===== config.mk =====
export PLATFORM = sky130hd
export DESIGN_NAME = forwarding_hazard_unit_flat
export DESIGN_NICKNAME = d
export VERILOG_FILES = /design/src/rtl/mips_fwd_defs.sv /design/src/rtl/forwarding_hazard_unit_if.sv /design/src/rtl/fwd_shadow_stage.sv /design/src/rtl/forwarding_hazard_unit.sv /design/src/flat_wrapper.sv
export SDC_FILE = /design/constraint.sdc
export NUM_CORES = 1
export LEC_CHECK = 0
export ABC_AREA = 0
export CAP_MARGIN = 0
export CORE_MARGIN = 2
export CORE_UTILIZATION = 38
export CTS_BUF_LIST = sky130_fd_sc_hd__clkbuf_2 sky130_fd_sc_hd__clkbuf_4 sky130_fd_sc_hd__clkbuf_8
export DETAILED_ROUTE_END_ITERATION = 12
export PLACE_DENSITY_LB_ADDON = 0.25
export SLEW_MARGIN = 20
export SYNTH_ARGS = -nofsm -noshare
export SYNTH_HDL_FRONTEND = slang
export SYNTH_SLANG_ARGS = --single-unit

===== constraint.sdc =====
create_clock -name i_clk -period 2 [get_ports i_clk]
set_clock_uncertainty 0.15 [all_clocks]
set_input_delay 0.4 -clock i_clk [delete_from_list [all_inputs] [get_ports i_clk]]
set_output_delay 0.4 -clock i_clk [all_outputs]
set_load 0.1 [all_outputs]

===== src/rtl/mips_fwd_defs.sv =====
// Shared forwarding definitions: select codes, shadow-entry layout and its bubble value.
// The operand muxes import this package too, so both sides agree on the codes.
package mips_fwd_defs;

  localparam int unsigned NBITS_REG         = 5;
  localparam int unsigned FWD_SEL_W         = 3;
  localparam int unsigned NBITS_CNT_DEFAULT = 32;

  typedef logic [FWD_SEL_W-1:0] fwd_sel_t;

  localparam fwd_sel_t FWD_REG   = 3'b000;
  localparam fwd_sel_t FWD_EXMEM = 3'b001;
  localparam fwd_sel_t FWD_MEMWB = 3'b010;

  typedef struct packed {
    logic [NBITS_REG-1:0] dest;
    logic                 regwrite;
    logic                 memread;
  } shadow_t;

  localparam shadow_t SHADOW_BUBBLE = '{dest: '0, regwrite: 1'b0, memread: 1'b0};

  function automatic shadow_t make_entry(input logic [NBITS_REG-1:0] dest,
                                         input logic                 regwrite,
                                         input logic                 memread);
    shadow_t e;
    e.dest     = dest;
    e.regwrite = regwrite;
    e.memread  = memread;
    return e;
  endfunction

endpackage


===== src/rtl/forwarding_hazard_unit_if.sv =====
// ID-stage request fields and forwarding/hazard responses between datapath and unit.
// The shadow views expose the EX/MEM and MEM/WB destination info for trace/debug.
interface forwarding_hazard_unit_if #(
  parameter int unsigned NBITS_CNT = mips_fwd_defs::NBITS_CNT_DEFAULT
);
  import mips_fwd_defs::*;

  logic [NBITS_REG-1:0] i_id_rs;
  logic [NBITS_REG-1:0] i_id_rt;
  logic                 i_id_use_rs;
  logic                 i_id_use_rt;
  logic [NBITS_REG-1:0] i_id_dest;
  logic                 i_id_regwrite;
  logic                 i_id_memread;

  fwd_sel_t             o_corto_circuito_rega;
  fwd_sel_t             o_corto_circuito_regb;
  logic                 o_stall;
  logic                 o_bubble_idex;
  logic [NBITS_CNT-1:0] o_stall_count;
  logic [NBITS_CNT-1:0] o_fwd_count;
  shadow_t              o_exmem_shadow;
  shadow_t              o_memwb_shadow;

  modport master (
    output i_id_rs, i_id_rt, i_id_use_rs, i_id_use_rt,
           i_id_dest, i_id_regwrite, i_id_memread,
    input  o_corto_circuito_rega, o_corto_circuito_regb, o_stall, o_bubble_idex,
           o_stall_count, o_fwd_count, o_exmem_shadow, o_memwb_shadow
  );

  modport slave (
    input  i_id_rs, i_id_rt, i_id_use_rs, i_id_use_rt,
           i_id_dest, i_id_regwrite, i_id_memread,
    output o_corto_circuito_rega, o_corto_circuito_regb, o_stall, o_bubble_idex,
           o_stall_count, o_fwd_count, o_exmem_shadow, o_memwb_shadow
  );

endinterface


===== src/rtl/fwd_shadow_stage.sv =====
// One pipeline shadow entry {dest, regwrite, memread}: holds when disabled,
// loads either the incoming entry or a bubble when enabled.
module fwd_shadow_stage
  import mips_fwd_defs::*;
(
  input  logic    clk,
  input  logic    rst_n,
  input  logic    en,
  input  logic    load_bubble,
  input  shadow_t d,
  output shadow_t q
);

  shadow_t entry_q;
  shadow_t entry_d;

  always_comb begin
    entry_d = entry_q;
    if (en) begin
      entry_d = load_bubble ? SHADOW_BUBBLE : d;
    end
  end

  always_ff @(posedge clk or negedge rst_n) begin
    if (!rst_n) begin
      entry_q <= SHADOW_BUBBLE;
    end else begin
      entry_q <= entry_d;
    end
  end

  assign q = entry_q;

endmodule


===== src/rtl/forwarding_hazard_unit.sv =====
// Operand-forwarding select generator and load-use stall/bubble control for the 5-stage MIPS pipe.
// Optional statistics counters are built only when FWD_STATS_EN is defined.
module forwarding_hazard_unit #(
  parameter int unsigned NBITS_REG     = mips_fwd_defs::NBITS_REG,
  parameter int unsigned CORTOCIRCUITO = mips_fwd_defs::FWD_SEL_W,
  parameter int unsigned NBITS_CNT     = mips_fwd_defs::NBITS_CNT_DEFAULT
) (
  input  logic                     i_clk,
  input  logic                     i_reset_n,
  input  logic                     i_enable,
  input  logic                     i_flush,
  forwarding_hazard_unit_if.slave  fwd
);

  import mips_fwd_defs::shadow_t;
  import mips_fwd_defs::make_entry;
  import mips_fwd_defs::FWD_REG;
  import mips_fwd_defs::FWD_EXMEM;
  import mips_fwd_defs::FWD_MEMWB;

  logic [NBITS_REG-1:0]     rs_c;
  logic [NBITS_REG-1:0]     rt_c;
  shadow_t                  id_entry_c;
  shadow_t                  s1_q;
  shadow_t                  s2_q;
  shadow_t                  s3_q;
  logic                     load_use_c;
  logic                     kill_id_c;
  logic                     stall_c;
  logic                     bubble_c;
  logic [CORTOCIRCUITO-1:0] code_a_q;
  logic [CORTOCIRCUITO-1:0] code_a_d;
  logic [CORTOCIRCUITO-1:0] code_b_q;
  logic [CORTOCIRCUITO-1:0] code_b_d;

  // S1 result reaches EX/MEM next cycle, S2 result reaches MEM/WB; nearer producer wins.
  function automatic logic [CORTOCIRCUITO-1:0] pick_code(input logic                 use_src,
                                                         input logic [NBITS_REG-1:0] src,
                                                         input shadow_t              near,
                                                         input shadow_t              far);
    pick_code = CORTOCIRCUITO'(FWD_REG);
    if (use_src && (src != '0)) begin
      if (near.regwrite && (near.dest == src)) begin
        pick_code = CORTOCIRCUITO'(FWD_EXMEM);
      end else if (far.regwrite && (far.dest == src)) begin
        pick_code = CORTOCIRCUITO'(FWD_MEMWB);
      end
    end
  endfunction

  assign rs_c       = fwd.i_id_rs;
  assign rt_c       = fwd.i_id_rt;
  assign id_entry_c = make_entry(fwd.i_id_dest, fwd.i_id_regwrite, fwd.i_id_memread);

  // Load in EX whose result the ID instruction needs: not forwardable yet.
  assign load_use_c = s1_q.memread && s1_q.regwrite && (s1_q.dest != '0) &&
                      ((fwd.i_id_use_rs && (rs_c == s1_q.dest)) ||
                       (fwd.i_id_use_rt && (rt_c == s1_q.dest)));

  assign kill_id_c = load_use_c || i_flush;
  assign stall_c   = i_reset_n && i_enable && load_use_c && !i_flush;
  assign bubble_c  = i_reset_n && i_enable && kill_id_c;

  fwd_shadow_stage u_s1 (
    .clk         (i_clk),
    .rst_n       (i_reset_n),
    .en          (i_enable),
    .load_bubble (kill_id_c),
    .d           (id_entry_c),
    .q           (s1_q)
  );

  fwd_shadow_stage u_s2 (
    .clk         (i_clk),
    .rst_n       (i_reset_n),
    .en          (i_enable),
    .load_bubble (1'b0),
    .d           (s1_q),
    .q           (s2_q)
  );

  fwd_shadow_stage u_s3 (
    .clk         (i_clk),
    .rst_n       (i_reset_n),
    .en          (i_enable),
    .load_bubble (1'b0),
    .d           (s2_q),
    .q           (s3_q)
  );

  // Select codes for the instruction entering EX on the next edge.
  always_comb begin
    code_a_d = code_a_q;
    code_b_d = code_b_q;
    if (i_enable) begin
      if (kill_id_c) begin
        code_a_d = CORTOCIRCUITO'(FWD_REG);
        code_b_d = CORTOCIRCUITO'(FWD_REG);
      end else begin
        code_a_d = pick_code(fwd.i_id_use_rs, rs_c, s1_q, s2_q);
        code_b_d = pick_code(fwd.i_id_use_rt, rt_c, s1_q, s2_q);
      end
    end
  end

  always_ff @(posedge i_clk or negedge i_reset_n) begin
    if (!i_reset_n) begin
      code_a_q <= CORTOCIRCUITO'(FWD_REG);
      code_b_q <= CORTOCIRCUITO'(FWD_REG);
    end else begin
      code_a_q <= code_a_d;
      code_b_q <= code_b_d;
    end
  end

`ifdef FWD_STATS_EN
  logic [NBITS_CNT-1:0] stall_count_q;
  logic [NBITS_CNT-1:0] stall_count_d;
  logic [NBITS_CNT-1:0] fwd_count_q;
  logic [NBITS_CNT-1:0] fwd_count_d;

  // Wrapping counters; forwarded operands counted as the codes are loaded.
  always_comb begin
    stall_count_d = stall_count_q;
    fwd_count_d   = fwd_count_q;
    if (i_enable) begin
      stall_count_d = stall_count_q + NBITS_CNT'(stall_c);
      fwd_count_d   = fwd_count_q + NBITS_CNT'(code_a_d != '0) + NBITS_CNT'(code_b_d != '0);
    end
  end

  always_ff @(posedge i_clk or negedge i_reset_n) begin
    if (!i_reset_n) begin
      stall_count_q <= '0;
      fwd_count_q   <= '0;
    end else begin
      stall_count_q <= stall_count_d;
      fwd_count_q   <= fwd_count_d;
    end
  end

  assign fwd.o_stall_count = stall_count_q;
  assign fwd.o_fwd_count   = fwd_count_q;
`else
  assign fwd.o_stall_count = NBITS_CNT'(0);
  assign fwd.o_fwd_count   = NBITS_CNT'(0);
`endif

  assign fwd.o_corto_circuito_rega = code_a_q;
  assign fwd.o_corto_circuito_regb = code_b_q;
  assign fwd.o_stall               = stall_c;
  assign fwd.o_bubble_idex         = bubble_c;
  assign fwd.o_exmem_shadow        = s2_q;
  assign fwd.o_memwb_shadow        = s3_q;

endmodule


===== src/flat_wrapper.sv =====
// flat-port wrapper written by rule: the top's interface ports become plain ports
module forwarding_hazard_unit_flat import mips_fwd_defs::shadow_t; import mips_fwd_defs::make_entry; import mips_fwd_defs::FWD_REG; import mips_fwd_defs::FWD_EXMEM; import mips_fwd_defs::FWD_MEMWB;
#(
  parameter int unsigned NBITS_REG     = mips_fwd_defs::NBITS_REG,
  parameter int unsigned CORTOCIRCUITO = mips_fwd_defs::FWD_SEL_W,
  parameter int unsigned NBITS_CNT     = mips_fwd_defs::NBITS_CNT_DEFAULT
)
  (i_clk, i_reset_n, i_enable, i_flush, fwd_i_id_rs, fwd_i_id_rt, fwd_i_id_use_rs, fwd_i_id_use_rt, fwd_i_id_dest, fwd_i_id_regwrite, fwd_i_id_memread, fwd_o_corto_circuito_rega, fwd_o_corto_circuito_regb, fwd_o_stall, fwd_o_bubble_idex, fwd_o_stall_count, fwd_o_fwd_count, fwd_o_exmem_shadow, fwd_o_memwb_shadow);
  forwarding_hazard_unit_if #(.NBITS_CNT(NBITS_CNT)) fwd_i ();
  input  logic i_clk;
  input  logic i_reset_n;
  input  logic i_enable;
  input  logic i_flush;
  input wire logic [$bits(fwd_i.i_id_rs)-1:0] fwd_i_id_rs;
  input wire logic [$bits(fwd_i.i_id_rt)-1:0] fwd_i_id_rt;
  input wire logic [$bits(fwd_i.i_id_use_rs)-1:0] fwd_i_id_use_rs;
  input wire logic [$bits(fwd_i.i_id_use_rt)-1:0] fwd_i_id_use_rt;
  input wire logic [$bits(fwd_i.i_id_dest)-1:0] fwd_i_id_dest;
  input wire logic [$bits(fwd_i.i_id_regwrite)-1:0] fwd_i_id_regwrite;
  input wire logic [$bits(fwd_i.i_id_memread)-1:0] fwd_i_id_memread;
  output wire logic [$bits(fwd_i.o_corto_circuito_rega)-1:0] fwd_o_corto_circuito_rega;
  output wire logic [$bits(fwd_i.o_corto_circuito_regb)-1:0] fwd_o_corto_circuito_regb;
  output wire logic [$bits(fwd_i.o_stall)-1:0] fwd_o_stall;
  output wire logic [$bits(fwd_i.o_bubble_idex)-1:0] fwd_o_bubble_idex;
  output wire logic [$bits(fwd_i.o_stall_count)-1:0] fwd_o_stall_count;
  output wire logic [$bits(fwd_i.o_fwd_count)-1:0] fwd_o_fwd_count;
  output wire logic [$bits(fwd_i.o_exmem_shadow)-1:0] fwd_o_exmem_shadow;
  output wire logic [$bits(fwd_i.o_memwb_shadow)-1:0] fwd_o_memwb_shadow;
  assign fwd_i.i_id_rs = fwd_i_id_rs;
  assign fwd_i.i_id_rt = fwd_i_id_rt;
  assign fwd_i.i_id_use_rs = fwd_i_id_use_rs;
  assign fwd_i.i_id_use_rt = fwd_i_id_use_rt;
  assign fwd_i.i_id_dest = fwd_i_id_dest;
  assign fwd_i.i_id_regwrite = fwd_i_id_regwrite;
  assign fwd_i.i_id_memread = fwd_i_id_memread;
  assign fwd_o_corto_circuito_rega = fwd_i.o_corto_circuito_rega;
  assign fwd_o_corto_circuito_regb = fwd_i.o_corto_circuito_regb;
  assign fwd_o_stall = fwd_i.o_stall;
  assign fwd_o_bubble_idex = fwd_i.o_bubble_idex;
  assign fwd_o_stall_count = fwd_i.o_stall_count;
  assign fwd_o_fwd_count = fwd_i.o_fwd_count;
  assign fwd_o_exmem_shadow = fwd_i.o_exmem_shadow;
  assign fwd_o_memwb_shadow = fwd_i.o_memwb_shadow;
  forwarding_hazard_unit #(.NBITS_REG(NBITS_REG), .CORTOCIRCUITO(CORTOCIRCUITO), .NBITS_CNT(NBITS_CNT)) u_core (.i_clk(i_clk), .i_reset_n(i_reset_n), .i_enable(i_enable), .i_flush(i_flush), .fwd(fwd_i));
endmodule

# After elaboration in Yosys (flattened, before gate mapping)
# Index checks and enable logic that the tools add are counted.
op_classes:
  n_eq_ne: 6
  mux: 9
  reduce_logical: 21
ops:
  columns: ["operator", "count"]
  rows:
  - ["== test 5 bit", 6]
  - ["2-to-1 mux 3 bit", 6]
  - ["logical AND 1 bit", 15]
  - ["nonzero test 5 bit", 3]
  - ["2-to-1 mux 7 bit", 1]
  - ["2-to-1 mux 2 bit", 2]
  - ["logical OR 1 bit", 2]
  - ["logical NOT 1 bit", 1]
totals:
  regBits: 27
  out_inout_bits: 86
  word_cells: 47

# Longest topological paths before layout
logic_depth:
  word_depth: 6
  mapped_depth: 6
  depth_no_buf: 5

# By module
# A second synthesis with hierarchy kept.
unflattened:
  hier_cells: 212
  hier_area_um2: 1895.6
by_module_without_submodules:
  columns: ["module", "instances", "cells_each", "area_each_um2", "seq_area_each_um2"]
  rows:
  - ["forwarding_hazard_unit", 1, 125, 994.7, 100.1]
  - ["fwd_shadow_stage", 3, 29, 300.3, 175.2]

# Least setup slack after synthesis
# No wires, ideal clock.
synth_timing:
  kind: "register to output"
  from: "register u_core.u_s1.entry_q, in the netlist u_core.u_s1.q[6]"
  to: "output port fwd_o_stall"
  arrival_time_ps: 2401
  required_ps: 1450
  path_slack_ps: -951
  stages_incl_launch_ff: 7
  path_buffers: 1
  path_cell_list: "dfrtp_1 > xnor2_1 > nand3_1 > o22ai_1 > nand2_2 > buf_6 > nor2_1"
synth_via:
  elab_chain_len: 6
  word_cells_on_any_way: 10
  cone_classes: "eq/ne (2); reduce/logical (8)"
synth_rtl:
  columns: ["element", "line", "text"]
  rows:
  - ["from (decl)", "fwd_shadow_stage.sv:14", "shadow_t entry_q;"]
  - ["from (signal assigned)", "fwd_shadow_stage.sv:28", "entry_q <= entry_d;"]
  - ["== test 5 bit, on equally long branches", "forwarding_hazard_unit.sv:57, forwarding_hazard_unit.sv:58", null]
  - ["logical AND 1 bit, on equally long branches", "forwarding_hazard_unit.sv:57, forwarding_hazard_unit.sv:58", null]
  - ["logical OR 1 bit", "forwarding_hazard_unit.sv:57", "((fwd.i_id_use_rs && (rs_c == s1_q.dest)) ||"]
  - ["logical AND 1 bit *", "forwarding_hazard_unit.sv:56", "assign load_use_c = s1_q.memread && s1_q.regwrite && (s1_q.dest != '0) &&"]
  - ["logical AND 1 bit * (2 in a row)", "forwarding_hazard_unit.sv:61", "assign stall_c = i_reset_n && i_enable && load_use_c && !i_flush;"]
  - ["to (decl)", "flat_wrapper.sv:23", "output wire logic [$bits(fwd_i.o_stall)-1:0] fwd_o_stall;"]
# Every way passes the cells marked *; elsewhere a longest branch is shown, timed or not.

# Final worst setup path
# Same ends and word-level chain as after synthesis.

==> impl_metrics.ini <==
[logic_synthesis]
synth_common_cells = buf_4 (66), dfrtp_1 (25), mux2_2 (14)
yosysWarnings = 0
synthFlopType = dfrtp_1
synth.largest_area_cell = dfrtp_1
yosysSeqAreaShare_pct = 35.4
synth_edf_count = 0
ys_ff_latch = 25
yosysMostFrequentCell = buf_4
synthCells = 174
synth.area.top_cells = dfrtp_1 (35%), buf_4 (28%), mux2_2 (8.9%)
avgSynthCellArea_um2 = 10.1
ys_types = 27
synth_area_um2 = 1770
synth_top_area_share_pct = 35.4
async_reset_ff_share_pct = 100

[timing]
period_share_pct = 116
grt_setup_unrepaired = yes
min_period_ps = 2320
fin_ws_ps = -321
relSlewSlack_pct = 63.0
max_freq_mhz = 431
worst_pin_slew_ps = 550
finalSetupViolations = 5
drv_slew = 0
hold_viol_final = 0

[setup_path]
crit_fanout = 3
start_kind = register
r2r_slack_ps = -220
end_kind = output port
required_ps = 1450
crit_type = register to output port
worstPathArrival_ps = 1770

[global_route]
grtUsageTotal_pct = 15.7
grt_pass1_wl_um = 6270
grt_max_degree = 22
grt_overflow = 0
grt_pass1_vias = 1265
antenna_found_initial = 0

[hold_path]
hold_class = primary input to async pin

[layout]
fillers = 348
nets = 270
area_growth_syn_to_layout_pct = 53.4
register_area_um2 = 631
n_antenna_cell = 0
drive_gt1_share_pct = 41.1
multi_input_area_um2 = 1060
final_core_util_pct = 61.4

[die]
die_w_um = 72.2
ios = 109
start_util_pct = 40.0
dieArea_um2 = 5210
core_um2 = 4410
die_h_um = 72.2
num_rows = 24

[routing]
vias_per_cell = 4.53
firstDrtPassIters = 4
wire_per_inst_um = 14.5
vias = 1349
first_iter_violations = 51
ant_nets = 0
drc_errors = 0
wirelength_um = 4330

[clocking]
htree_levels = 1
cts-root-buf = clkbuf_8
clockBufferDepth = 2
cts.clk_slew.worst_paths_ps = 90
cts.sinks = 25
clk_latency_ps = 270
cts_tree = yes
cts_inserted_buffers = 3

[place]
port-buffer-count = 42
dpl.hpwl_um = 2890
gp_congestion = 0.808

[job]
max_cap_viol_count = 0

[pwr]
fin_total_pwr_mw = 2.28
power.leakage_nw = 1.28
power.density_nw_per_um2 = 840
irDropWorstVdd_uv = 511

[outcome]
status = finished, violations left
failed_checks = negative setup slack
-- per-layer routing --
metal,part of all wire [%],up-vias,GRT usage [%]
met5,0,-,0
met4,1.9,0,7.55
met3,7.2,9,3.06
met2,51,75,25.4
met1,40,655,20.1
li1,-,610,-
-- metrics by stage --
step,setup TNS (ps),cells,area (µm²),hold slack (ps),worst slack [ps]
floorplan,-159,239,2040,-45.6,-112
global placement,-3760,281,2340,373,-440
detailed placement,-4030,281,2340,392,-470
CTS,-988,297,2540,403,-310
global route,-1260,298,2710,411,-391
finish,-948,298,2710,411,-321
-- cell usage in the layout (no fill, tap or decap), types with 2 or more instances in the layout --
cell,synthesis,final
a22o_1,2,2
a32o_1,7,7
a32o_2,2,2
buf_12,0,20
buf_4,66,19
buf_6,1,13
clkbuf_8,0,3
clkdlybuf4s50_1,0,12
conb_1,1,66
dfrtp_1,25,21
dfrtp_2,0,4
dlygate4sd2_1,0,10
inv_1,2,2
mux2_2,14,14
nand2_1,3,3
nand3_1,7,3
nand3_2,0,4
nor2_4,0,2
nor3_2,0,3
nor4_1,3,2
or4_1,2,2
xnor2_1,12,2
xnor2_2,0,7
xnor2_4,0,3
xor2_1,8,8
-- worst paths after layout --
check                                                      endpoint  cells after the start             start
worst max-delay path                                    fwd_o_stall                      6  u_core.u_s1.q[6]
worst min-delay path                               u_core.u_s1.q[6]                      2         i_reset_n
worst max register to register  u_core.fwd.o_corto_circuito_regb[1]                     11  u_core.u_s1.q[6]
worst min register to register                     u_core.u_s1.q[0]                      1  u_core.u_s1.q[0]
max in group asynchronous                          u_core.u_s1.q[5]                      2         i_reset_n
min in group i_clk                                 u_core.u_s1.q[0]                      1  u_core.u_s1.q[0]
-- state kept, by name (all words and copies together) (netlist names) --
register	flops
u_core.u_s1.q	7
u_core.fwd.o_corto_circuito_rega	2
u_core.u_s3.q	7
u_core.u_s2.q	7
u_core.fwd.o_corto_circuito_regb	2
-- timing repair --
action	CTS	global route
buffers inserted	13	3
hold buffers	0	0
pin swaps	17	14
resized for setup	26	29
setup endpoints to repair	5	13
endpoints found under the hold margin	0	0
-- worst max-delay path, cell delays in order, from the launching register on --
cell and delay [ps]:
dfrtp_2 480, xnor2_2 210, nand3_2 150, o22ai_4 240, nand2_2 110, nor2_4 120
buf_12 180
-- layout make-up --
class | count | area share [%]
clock buffer | 3 | 1.52
clock inverter | 1 | 0.185
inverter | 2 | 0.277
multi-input combinational | 141 | 39.2
sequential | 25 | 23.3
tap | 52 | 2.40
timing repair buffer | 74 | 33.1
-- report_power, final --
group / internal [mW] / leakage (nW) / switching [mW]
clock: 0.140 / 0.0255 / 0.173
sequential: 0.554 / 0.324 / 0.0727
combinational: 0.352 / 0.933 / 0.985
total: 1.05 / 1.28 / 1.23
-- kinds of logic (layout without fill, tap and decap cells) --
logic type	count (synthesis)	after routing	share of synthesized area, %
simple gates	23	23	6.73
compound gates	18	18	8.72
flops	25	25	35.4
mux	14	14	8.93
other cells	1	66	0.212
buf+inv	73	80	30.0
xor+xnor	20	20	9.92
Power figures use the tool's default switching activity.
